## src/rtl/samcoupe_ps2_keyboard_if.sv

```systemverilog
// PS/2 keyboard front end bus: PS/2 pins in, ASIC matrix read and flags out.
interface samcoupe_ps2_keyboard_if;
  logic        ps2_kbd_clk;
  logic        ps2_kbd_data;
  logic [15:0] addr;
  logic [7:0]  key_data;
  logic [11:1] Fn;
  logic [2:0]  mod;
  logic        kbd_err;

  // ASIC / host side
  modport master (
    output ps2_kbd_clk, ps2_kbd_data, addr,
    input  key_data, Fn, mod, kbd_err
  );

  // Keyboard front end
  modport slave (
    input  ps2_kbd_clk, ps2_kbd_data, addr,
    output key_data, Fn, mod, kbd_err
  );
endinterface

```

## src/rtl/samcoupe_ps2_keyboard.sv

```systemverilog
// SAM Coupe PS/2 keyboard front end: PS/2 receiver, make/break decode and
// key matrix (8 half-rows plus extra row) read combinationally by the ASIC.
module samcoupe_ps2_keyboard #(
  parameter int unsigned FILTER_LEN = 8,
  parameter int unsigned TIMEOUT    = 50000
) (
  input  logic                    clk_sys,
  input  logic                    rst_n,
  samcoupe_ps2_keyboard_if.slave  bus
);

  localparam int unsigned FW = $clog2(FILTER_LEN + 1);
  localparam int unsigned WW = $clog2(TIMEOUT + 1);

  typedef enum logic [1:0] {ST_IDLE, ST_DATA, ST_PARITY, ST_STOP} rx_state_t;

  typedef struct packed {
    logic       hit;
    logic [5:0] pos;
  } mat_key_t;

  // Matrix position of a key: half-row 0 (A8) .. 7 (A15), bit 0..4
  function automatic mat_key_t mk(input int unsigned row, input int unsigned col);
    mat_key_t k;
    k.hit = 1'b1;
    k.pos = 6'(row * 5 + col);
    return k;
  endfunction

  // ---------------------------------------------------------------- input sync
  logic [1:0] clk_sync, data_sync;
  logic       clk_s, data_s;

  // Two-stage synchronisers for the asynchronous PS/2 pins
  always_ff @(posedge clk_sys or negedge rst_n) begin
    if (!rst_n) begin
      clk_sync  <= '1;
      data_sync <= '1;
    end else begin
      clk_sync  <= {clk_sync[0], bus.ps2_kbd_clk};
      data_sync <= {data_sync[0], bus.ps2_kbd_data};
    end
  end

  assign clk_s  = clk_sync[1];
  assign data_s = data_sync[1];

  // ---------------------------------------------------------- clock filtering
  logic          clk_filt;
  logic [FW-1:0] filt_cnt;
  logic          edge_stb, fall_stb;

  assign edge_stb = (clk_s != clk_filt) && (filt_cnt == FW'(FILTER_LEN - 1));
  assign fall_stb = edge_stb && !clk_s;

  // Accept a PS/2 clock level change only once it has been stable long enough
  always_ff @(posedge clk_sys or negedge rst_n) begin
    if (!rst_n) begin
      clk_filt <= 1'b1;
      filt_cnt <= '0;
    end else if (clk_s == clk_filt) begin
      filt_cnt <= '0;
    end else if (edge_stb) begin
      clk_filt <= clk_s;
      filt_cnt <= '0;
    end else begin
      filt_cnt <= filt_cnt + 1'b1;
    end
  end

  // ------------------------------------------------------------- receiver FSM
  rx_state_t     state_q, state_d;
  logic [2:0]    bit_cnt_q, bit_cnt_d;
  logic [7:0]    shreg_q, shreg_d;
  logic          par_q, par_d;
  logic          byte_stb, err_stb;
  logic          byte_valid, kbd_err_q;
  logic [WW-1:0] wd_cnt;
  logic          wd_expired;

  assign wd_expired = (state_q != ST_IDLE) && (wd_cnt == WW'(TIMEOUT));

  // Watchdog: cycles since the last accepted clock edge while a frame is open
  always_ff @(posedge clk_sys or negedge rst_n) begin
    if (!rst_n) begin
      wd_cnt <= '0;
    end else if (edge_stb || state_q == ST_IDLE) begin
      wd_cnt <= '0;
    end else if (!wd_expired) begin
      wd_cnt <= wd_cnt + 1'b1;
    end
  end

  // Receiver state and frame registers
  always_ff @(posedge clk_sys or negedge rst_n) begin
    if (!rst_n) begin
      state_q    <= ST_IDLE;
      bit_cnt_q  <= '0;
      shreg_q    <= '0;
      par_q      <= 1'b0;
      byte_valid <= 1'b0;
      kbd_err_q  <= 1'b0;
    end else begin
      state_q    <= state_d;
      bit_cnt_q  <= bit_cnt_d;
      shreg_q    <= shreg_d;
      par_q      <= par_d;
      byte_valid <= byte_stb;
      kbd_err_q  <= err_stb;
    end
  end

  // Frame sequencing on filtered falling edges; watchdog abandons partial frames
  always_comb begin
    state_d   = state_q;
    bit_cnt_d = bit_cnt_q;
    shreg_d   = shreg_q;
    par_d     = par_q;
    byte_stb  = 1'b0;
    err_stb   = 1'b0;
    if (wd_expired && !fall_stb) begin
      state_d = ST_IDLE;
    end else if (fall_stb) begin
      unique case (state_q)
        ST_IDLE: begin
          if (!data_s) begin
            state_d   = ST_DATA;
            bit_cnt_d = '0;
          end
        end
        ST_DATA: begin
          shreg_d   = {data_s, shreg_q[7:1]};
          bit_cnt_d = bit_cnt_q + 1'b1;
          if (bit_cnt_q == 3'd7) state_d = ST_PARITY;
        end
        ST_PARITY: begin
          par_d   = data_s;
          state_d = ST_STOP;
        end
        ST_STOP: begin
          if (data_s && (^{shreg_q, par_q})) byte_stb = 1'b1;
          else                               err_stb  = 1'b1;
          state_d = ST_IDLE;
        end
        default: state_d = ST_IDLE;
      endcase
    end
  end

  // ---------------------------------------------------------- scan code decode
  logic        rel_q, ext_q;
  logic [2:0]  skip_q;
  logic [39:0] held;       // pressed keys in the half-rows, bits 4:0
  logic [11:1] fn_q;
  logic [5:0]  mod_held;   // {alt_r, alt_l, ctrl_r, ctrl_l, shift_r, shift_l}
  logic [3:0]  arrows;     // {right, left, down, up}

  mat_key_t    mkey;
  logic [39:0] held_mask;
  logic [11:1] fn_hit;
  logic [5:0]  mod_hit;
  logic [3:0]  arrow_hit;

  // Map the received byte (with E0 prefix state) onto the key it affects
  always_comb begin
    mkey      = '0;
    fn_hit    = '0;
    mod_hit   = '0;
    arrow_hit = '0;
    if (ext_q) begin
      case (shreg_q)
        8'h75: arrow_hit[0] = 1'b1;
        8'h72: arrow_hit[1] = 1'b1;
        8'h6B: arrow_hit[2] = 1'b1;
        8'h74: arrow_hit[3] = 1'b1;
        8'h14: mod_hit[3]   = 1'b1;
        8'h11: mod_hit[5]   = 1'b1;
        8'h5A: mkey         = mk(6, 0);
        default: ;
      endcase
    end else begin
      case (shreg_q)
        8'h12: mod_hit[0] = 1'b1;
        8'h59: mod_hit[1] = 1'b1;
        8'h14: mod_hit[2] = 1'b1;
        8'h11: mod_hit[4] = 1'b1;
        8'h1A: mkey = mk(0, 1);  8'h22: mkey = mk(0, 2);
        8'h21: mkey = mk(0, 3);  8'h2A: mkey = mk(0, 4);
        8'h1C: mkey = mk(1, 0);  8'h1B: mkey = mk(1, 1);
        8'h23: mkey = mk(1, 2);  8'h2B: mkey = mk(1, 3);
        8'h34: mkey = mk(1, 4);
        8'h15: mkey = mk(2, 0);  8'h1D: mkey = mk(2, 1);
        8'h24: mkey = mk(2, 2);  8'h2D: mkey = mk(2, 3);
        8'h2C: mkey = mk(2, 4);
        8'h16: mkey = mk(3, 0);  8'h1E: mkey = mk(3, 1);
        8'h26: mkey = mk(3, 2);  8'h25: mkey = mk(3, 3);
        8'h2E: mkey = mk(3, 4);
        8'h45: mkey = mk(4, 0);  8'h46: mkey = mk(4, 1);
        8'h3E: mkey = mk(4, 2);  8'h3D: mkey = mk(4, 3);
        8'h36: mkey = mk(4, 4);
        8'h4D: mkey = mk(5, 0);  8'h44: mkey = mk(5, 1);
        8'h43: mkey = mk(5, 2);  8'h3C: mkey = mk(5, 3);
        8'h35: mkey = mk(5, 4);
        8'h5A: mkey = mk(6, 0);  8'h4B: mkey = mk(6, 1);
        8'h42: mkey = mk(6, 2);  8'h3B: mkey = mk(6, 3);
        8'h33: mkey = mk(6, 4);
        8'h29: mkey = mk(7, 0);  8'h3A: mkey = mk(7, 2);
        8'h31: mkey = mk(7, 3);  8'h32: mkey = mk(7, 4);
        8'h05: fn_hit[1]  = 1'b1;
        8'h06: fn_hit[2]  = 1'b1;
        8'h04: fn_hit[3]  = 1'b1;
        8'h0C: fn_hit[4]  = 1'b1;
        8'h03: fn_hit[5]  = 1'b1;
        8'h0B: fn_hit[6]  = 1'b1;
        8'h83: fn_hit[7]  = 1'b1;
        8'h0A: fn_hit[8]  = 1'b1;
        8'h01: fn_hit[9]  = 1'b1;
        8'h09: fn_hit[10] = 1'b1;
        8'h78: fn_hit[11] = 1'b1;
        default: ;
      endcase
    end
    held_mask = mkey.hit ? (40'd1 << mkey.pos) : '0;
  end

  // Apply prefixes and make/break to the held-key state.
  // Held keys are stored per key (not per matrix bit); the matrix is derived,
  // so each shift/ctrl/alt side releases independently of the other.
  always_ff @(posedge clk_sys or negedge rst_n) begin
    if (!rst_n) begin
      rel_q    <= 1'b0;
      ext_q    <= 1'b0;
      skip_q   <= '0;
      held     <= '0;
      fn_q     <= '0;
      mod_held <= '0;
      arrows   <= '0;
    end else if (byte_valid) begin
      if (skip_q != 3'd0) begin
        skip_q <= skip_q - 1'b1;
      end else if (shreg_q == 8'hF0) begin
        rel_q <= 1'b1;
      end else if (shreg_q == 8'hE0) begin
        ext_q <= 1'b1;
      end else begin
        rel_q <= 1'b0;
        ext_q <= 1'b0;
        if (shreg_q == 8'hE1) begin
          skip_q <= 3'd7;
        end else if (rel_q) begin
          held     <= held & ~held_mask;
          fn_q     <= fn_q & ~fn_hit;
          mod_held <= mod_held & ~mod_hit;
          arrows   <= arrows & ~arrow_hit;
        end else begin
          held     <= held | held_mask;
          fn_q     <= fn_q | fn_hit;
          mod_held <= mod_held | mod_hit;
          arrows   <= arrows | arrow_hit;
        end
      end
    end
  end

  // ------------------------------------------------------------- matrix read
  logic [7:0] rows [8];
  logic [7:0] extra_row;
  logic [7:0] kd;

  // Build the active-low half-rows and select/AND them by address
  always_comb begin
    for (int unsigned r = 0; r < 8; r++) begin
      rows[r] = {3'b111, ~held[r*5 +: 5]};
    end
    rows[0][0]   = ~(mod_held[0] | mod_held[1]);
    rows[7][1]   = ~(mod_held[4] | mod_held[5]);
    rows[0][7:5] = ~fn_q[3:1];
    rows[1][7:5] = ~fn_q[6:4];
    rows[2][7:5] = ~fn_q[9:7];
    rows[3][5]   = ~fn_q[10];
    extra_row    = {3'b111, ~arrows, ~(mod_held[2] | mod_held[3])};
    kd = '1;
    if (bus.addr[15:8] == 8'hFF) begin
      kd = extra_row;
    end else begin
      for (int unsigned r = 0; r < 8; r++) begin
        if (!bus.addr[8 + r]) kd = kd & rows[r];
      end
    end
  end

  assign bus.key_data = kd;
  assign bus.Fn       = fn_q;
  assign bus.mod      = {|mod_held[5:4], |mod_held[3:2], |mod_held[1:0]};
  assign bus.kbd_err  = kbd_err_q;

endmodule

```

## src/flat_wrapper.sv

```systemverilog
// flat-port wrapper written by rule: the top's interface ports become plain ports
module samcoupe_ps2_keyboard_flat 
#(
  parameter int unsigned FILTER_LEN = 8,
  parameter int unsigned TIMEOUT    = 50000
)
  (clk_sys, rst_n, bus_ps2_kbd_clk, bus_ps2_kbd_data, bus_addr, bus_key_data, bus_Fn, bus_mod, bus_kbd_err);
  samcoupe_ps2_keyboard_if bus_i ();
  input  logic clk_sys;
  input  logic rst_n;
  input wire logic [$bits(bus_i.ps2_kbd_clk)-1:0] bus_ps2_kbd_clk;
  input wire logic [$bits(bus_i.ps2_kbd_data)-1:0] bus_ps2_kbd_data;
  input wire logic [$bits(bus_i.addr)-1:0] bus_addr;
  output wire logic [$bits(bus_i.key_data)-1:0] bus_key_data;
  output wire logic [$bits(bus_i.Fn)-1:0] bus_Fn;
  output wire logic [$bits(bus_i.mod)-1:0] bus_mod;
  output wire logic [$bits(bus_i.kbd_err)-1:0] bus_kbd_err;
  assign bus_i.ps2_kbd_clk = bus_ps2_kbd_clk;
  assign bus_i.ps2_kbd_data = bus_ps2_kbd_data;
  assign bus_i.addr = bus_addr;
  assign bus_key_data = bus_i.key_data;
  assign bus_Fn = bus_i.Fn;
  assign bus_mod = bus_i.mod;
  assign bus_kbd_err = bus_i.kbd_err;
  samcoupe_ps2_keyboard #(.FILTER_LEN(FILTER_LEN), .TIMEOUT(TIMEOUT)) u_core (.clk_sys(clk_sys), .rst_n(rst_n), .bus(bus_i));
endmodule
```

## config.mk

```make
export PLATFORM = sky130hd
export DESIGN_NAME = samcoupe_ps2_keyboard_flat
export DESIGN_NICKNAME = d
export VERILOG_FILES = /design/src/rtl/samcoupe_ps2_keyboard_if.sv /design/src/rtl/samcoupe_ps2_keyboard.sv /design/src/flat_wrapper.sv
export SDC_FILE = /design/constraint.sdc
export NUM_CORES = 1
export LEC_CHECK = 0
export ABC_AREA = 0
export BUFFER_PORTS_ARGS = -buffer_cell sky130_fd_sc_hd__buf_2
export CELL_PAD_IN_SITES_DETAIL_PLACEMENT = 1
export CELL_PAD_IN_SITES_GLOBAL_PLACEMENT = 1
export CORE_MARGIN = 1.5
export CORE_UTILIZATION = 45
export CTS_BUF_LIST = sky130_fd_sc_hd__clkbuf_2 sky130_fd_sc_hd__clkbuf_4 sky130_fd_sc_hd__clkbuf_8
export CTS_CLUSTER_DIAMETER = 80
export DETAILED_ROUTE_END_ITERATION = 6
export GPL_ROUTABILITY_DRIVEN = 0
export PLACE_DENSITY_LB_ADDON = 0.1
export SLEW_MARGIN = 20
export SYNTH_ARGS = -nofsm -noshare
export SYNTH_HDL_FRONTEND = slang
export SYNTH_SLANG_ARGS = --single-unit
```

## constraint.sdc

```tcl
create_clock -name clk_sys -period 2.5 [get_ports clk_sys]
set_input_delay 0.125 -clock clk_sys [delete_from_list [all_inputs] [get_ports clk_sys]]
set_output_delay 0.125 -clock clk_sys [all_outputs]
set_load 0.01 [all_outputs]
```

-- Word-level counts from Yosys, hierarchy flattened
Cells that the tools add are included.
W data, S select, Z words.
- bits in registers: 107
- output and inout port bits: 23
- word-level logic and storage cells: 245
- mux-type cells: 75
- shifts and indexed selects: 1
- reduce and logical (&&, ||, !) cells: 27
- add/sub/neg operators: 4
- bitwise operators: 44
- equal/unequal tests: 76
- operators by type and width (cell ; number):
    $pmux W7 S38 ; 1
    $eq A8 B6 Y1 const B ; 23
    $mux W8 ; 16
    $eq A8 B7 Y1 const B ; 14
    $eq A8 B5 Y1 const B ; 10
    $mux W40 ; 2
    $and A8 B8 Y8 ; 7
    $and A40 B40 Y40 ; 1
    $eq A8 B8 Y1 const B ; 5
    $not A40 Y40 ; 1
    $not A5 Y5 ; 8
    $or A40 B40 Y40 ; 1
    $shl A1 B6 Y40 const A ; 1
    $mux W1 ; 33
    $eq A8 B4 Y1 const B ; 4
    $mux W16 ; 2
    $eq A8 B3 Y1 const B ; 3
    $mux W11 ; 2
    $mux W3 ; 6
    $add A16 B1 Y16 const B ; 1
    $eq A16 B16 Y1 const B ; 1
    $mux W4 ; 4
    $reduce_and A3 Y1 ; 5
    $mux W7 ; 2
    42 further kinds ; 74

-- Logic depth before layout (Yosys ltp)
- depth in word-level cells: 25
- depth in mapped cells: 11
- depth with buffers taken out: 9

-- Least setup slack after synthesis
Ideal clock, no wire load.
- kind: register -> register
- start: reg u_core.shreg_q[4]
- end: reg (tool-made name)
- path slack: -0.032 ns
- stages on the path, launching flop included: 10
- data arrival time: 2.453 ns
- data required time: 2.420 ns
- clock period less this slack: 2.532 ns
- cells stage by stage: dfrtp_1 buf_4 or4b_4 a311oi_1 a31oi_1 o211ai_2 nand4_4 buf_6 nor4_2 mux2i_1
- RTL lines (element ; RTL line ; text):
    from (decl) ; samcoupe_ps2_keyboard.sv:74 ; logic [7:0] shreg_q, shreg_d;
    from (signal assigned) ; samcoupe_ps2_keyboard.sv:106 ; shreg_q <= shreg_d;

==> run_results.csv <==
group,metric,value,unit
clocking,cts_sinks,105,
placed_design,dp_hpwl,15440,um
timing,min_period,3.174,ns
logic_synthesis,synth_area_per_cell,9.459,um^2
run,cap_violations,0,
clocking,cts.clk_slew.worst_paths,0.11,ns
timing,setup-violations-final,42,
timing,skew,0.01752,ns
clocking,clk_latency,0.41,ns
pwr,peakVddDrop,0.5573,mV
timing,final_hold_viol_count,0,
setup_path,critical_path_class,"register to register",
final_layout,fill_cells,1525,
logic_synthesis,synth.most_common_cell,"dfrtp_1",
logic_synthesis,yosysUniqueCellTypes,83,
clocking,cts_made_buffers,9,
detailed_routing,wl,30130,um
logic_synthesis,syn_area,6489,um^2
setup_path,critPathLaunchType,"register",
clocking,root_buffer,"clkbuf_8",
grt,overflow,0,
detailed_routing,via_count,7033,
setup_path,cp_max_fo,9,
logic_synthesis,netlist_top_cells_area,"dfrtp_1, mux2i_1, inv_1",
final_layout,finalNetCount,892,
floorplan,ios,43,
final_layout,area_growth,42.75,%
logic_synthesis,yosys-top-cells-count,"dfrtp_1, inv_1, nand2_1",
floorplan,initial_utilization,46.39,%
timing,tightestPinTransition,0.7476,ns
grt,antenna_found_initial,3,
pwr,power_density,331.9,nW/um^2
final_layout,stdcell_count,1048,
setup_path,crit_path_end_kind,"register",
clocking,h-tree-depth,3,
clocking,cts_tree,"yes",
timing,drv_slew,0,
logic_synthesis,synth_nets,717,
floorplan,dieArea,15150,um^2
pwr,p_leak,3.881,nW
timing,relSlewSlack,50.16,%
floorplan,std_cell_rows,43,
logic_synthesis,synth-seq-cells,105,
grt,track_usage,35.02,%
floorplan,dieHeight,123.1,um
timing,layout_setup_ws,-0.6736,ns
logic_synthesis,synth_edf_count,0,
detailed_routing,drcViolationCount,0,
timing,setup_tns,-15.29,ns
floorplan,core-area,13990,um^2
logic_synthesis,netlist.top_cell.by_area,"dfrtp_1",
min_path,hold_path_class,"primary input to async pin",
detailed_routing,ant_nets,0,
clocking,cts.path.max_buffers,2,
logic_synthesis,yosysWarnings,0,
placed_design,io_buffers,34,
floorplan,die_w,123.1,um
placed_design,placedCellCount,980,
logic_synthesis,synth_flop_cell,"dfrtp_1",
final_layout,layout-drive-gt1-share,40.30,%
logic_synthesis,netlist.area_leader.share,38.57,%
outcome,status,"complete, but fails checks",
outcome,violations,"setup timing",
grt,grt_pass1_wl,39960,um
timing,rsz0062_at_grt,"true",
detailed_routing,firstDrtPassIters,5,
logic_synthesis,synthCells,686,
detailed_routing,drt-initial-drc-count,647,
timing,fin_crit_sh,126.9,%
placed_design,dp_slack,-0.4193,ns
setup_path,worstPathRequired,2.84,ns
detailed_routing,wl_per_cell,28.75,um
setup_path,worst_ep_arrival_time,3.51,ns
detailed_routing,avgViaCountPerCell,6.711,
logic_synthesis,synth_seq_area_share,40.59,%
grt,grt_max_degree,72,
pwr,power.total,3.074,mW
logic_synthesis,async_flop_share,100.0,%
timing,max_freq,0.3151,GHz
grt,grt_pass1_vias,7015,
timing,whs,0.2251,ns
setup_path,regToRegSetupSlack,-0.67,ns
-- critical path: stages (launching register included) --
cell      delay [ns]
dfrtp_2         0.48
buf_4           0.21
nor2b_1         0.18
buf_4           0.18
a22oi_1         0.32
o211ai_1        0.20
a221oi_4        0.32
buf_6           0.18
nor2_4          0.09
nor4_1          0.53
buf_4           0.21
mux2i_1         0.20
-- logic make-up (layout without fill, tap and decap cells) --
group                    Yosys count  count (layout)  synth area share [%]
AO/OA/AOI/OAI                    139             139                 15.39
XOR/XNOR                          23              23                 3.105
adder cells (fa/ha/maj)           11              11                 2.121
buffers and inverters            109             288                 7.327
flip-flops                       105             105                 40.59
multiplexers                      52              52                 8.234
other                              0               2                     0
AND/OR/NAND/NOR                  247             248                 23.24
-- path summary, 6_finish.rpt --
kind,startpoint,endpoint,depth (start not counted)
min in group clk_sys,bus_ps2_kbd_data,u_core.data_sync[0],2
max,u_core.shreg_q[3],register,11
max in group asynchronous,rst_n,u_core.rel_q,3
min reg2reg,u_core.clk_sync[0],u_core.clk_sync[1],0
max reg2reg,u_core.shreg_q[3],register,11
min,rst_n,async pin,2
-- layout make-up --
cell class              count  area [um^2]  area share, %
diodes                      2        5.005        0.05403
clock buffers              11        151.4          1.634
clock inverters             5        62.56         0.6754
inverters                  61        229.0          2.472
multi-input cells         473         4146          44.77
flip-flops and latches    105         2643          28.53
well taps                 180        225.2          2.431
repair buffers            211         1800          19.44
-- where the power goes --
| group | internal, mW | leakage (nW) | switching [mW] | total (mW) |
|---|---|---|---|---|
| combinational | 0.0494 | 2.34 | 0.0985 | 0.148 |
| clock | 0.525 | 0.107 | 0.644 | 1.17 |
| sequential | 1.73 | 1.44 | 0.0229 | 1.76 |
-- routing by layer --
metal | track usage [%] | part of all wire (%) | vias up | wire length [um]
met5 | 0 | 0.060 | - | 18
met1 | 42.03 | 36 | 3499 | 10890
met2 | 59.38 | 48 | 485 | 14420
met4 | 16.81 | 6.8 | 2 | 2055
met3 | 8.026 | 9.1 | 196 | 2744
li1 | - | - | 2851 | -
-- what timing repair did --
action,4_1_cts,5_1_grt
resized for setup,98,75
endpoints found under the setup margin,38,48
pin swaps,25,21
hold buffers,3,0
cloned,2,0
hold endpoints to repair,31,0
setup buffers,23,25
-- stage by stage --
step | area [um^2] | utilization [%]
3_5_place_dp | 7719 | 55.18
4_1_cts | 8691 | 62.13
5_1_grt | 9258 | 66.18
2_1_floorplan | 6524 | -
3_3_place_gp | 7719 | 55.18
6_report | 9263 | 66.22
-- cell usage in the layout (no fill, tap or decap), types with 6 or more instances in the layout --
cell,count
a21oi_1,15
a221oi_1,8
a22o_1,6
buf_12,12
buf_2,34
buf_4,129
buf_6,31
clkbuf_8,11
dfrtp_1,93
dfrtp_2,7
ha_1,11
inv_1,61
mux2_2,10
mux2i_1,41
nand2_1,43
nand2b_1,7
nand3_1,20
nand4_1,9
nor2_1,31
nor2b_1,13
nor3_1,10
nor3_4,15
nor3b_1,6
nor4_4,11
o21ai_0,28
o22ai_1,12
o31ai_1,8
xnor2_1,14
xor2_1,7
No activity file was read; power rests on OpenSTA's default activity.
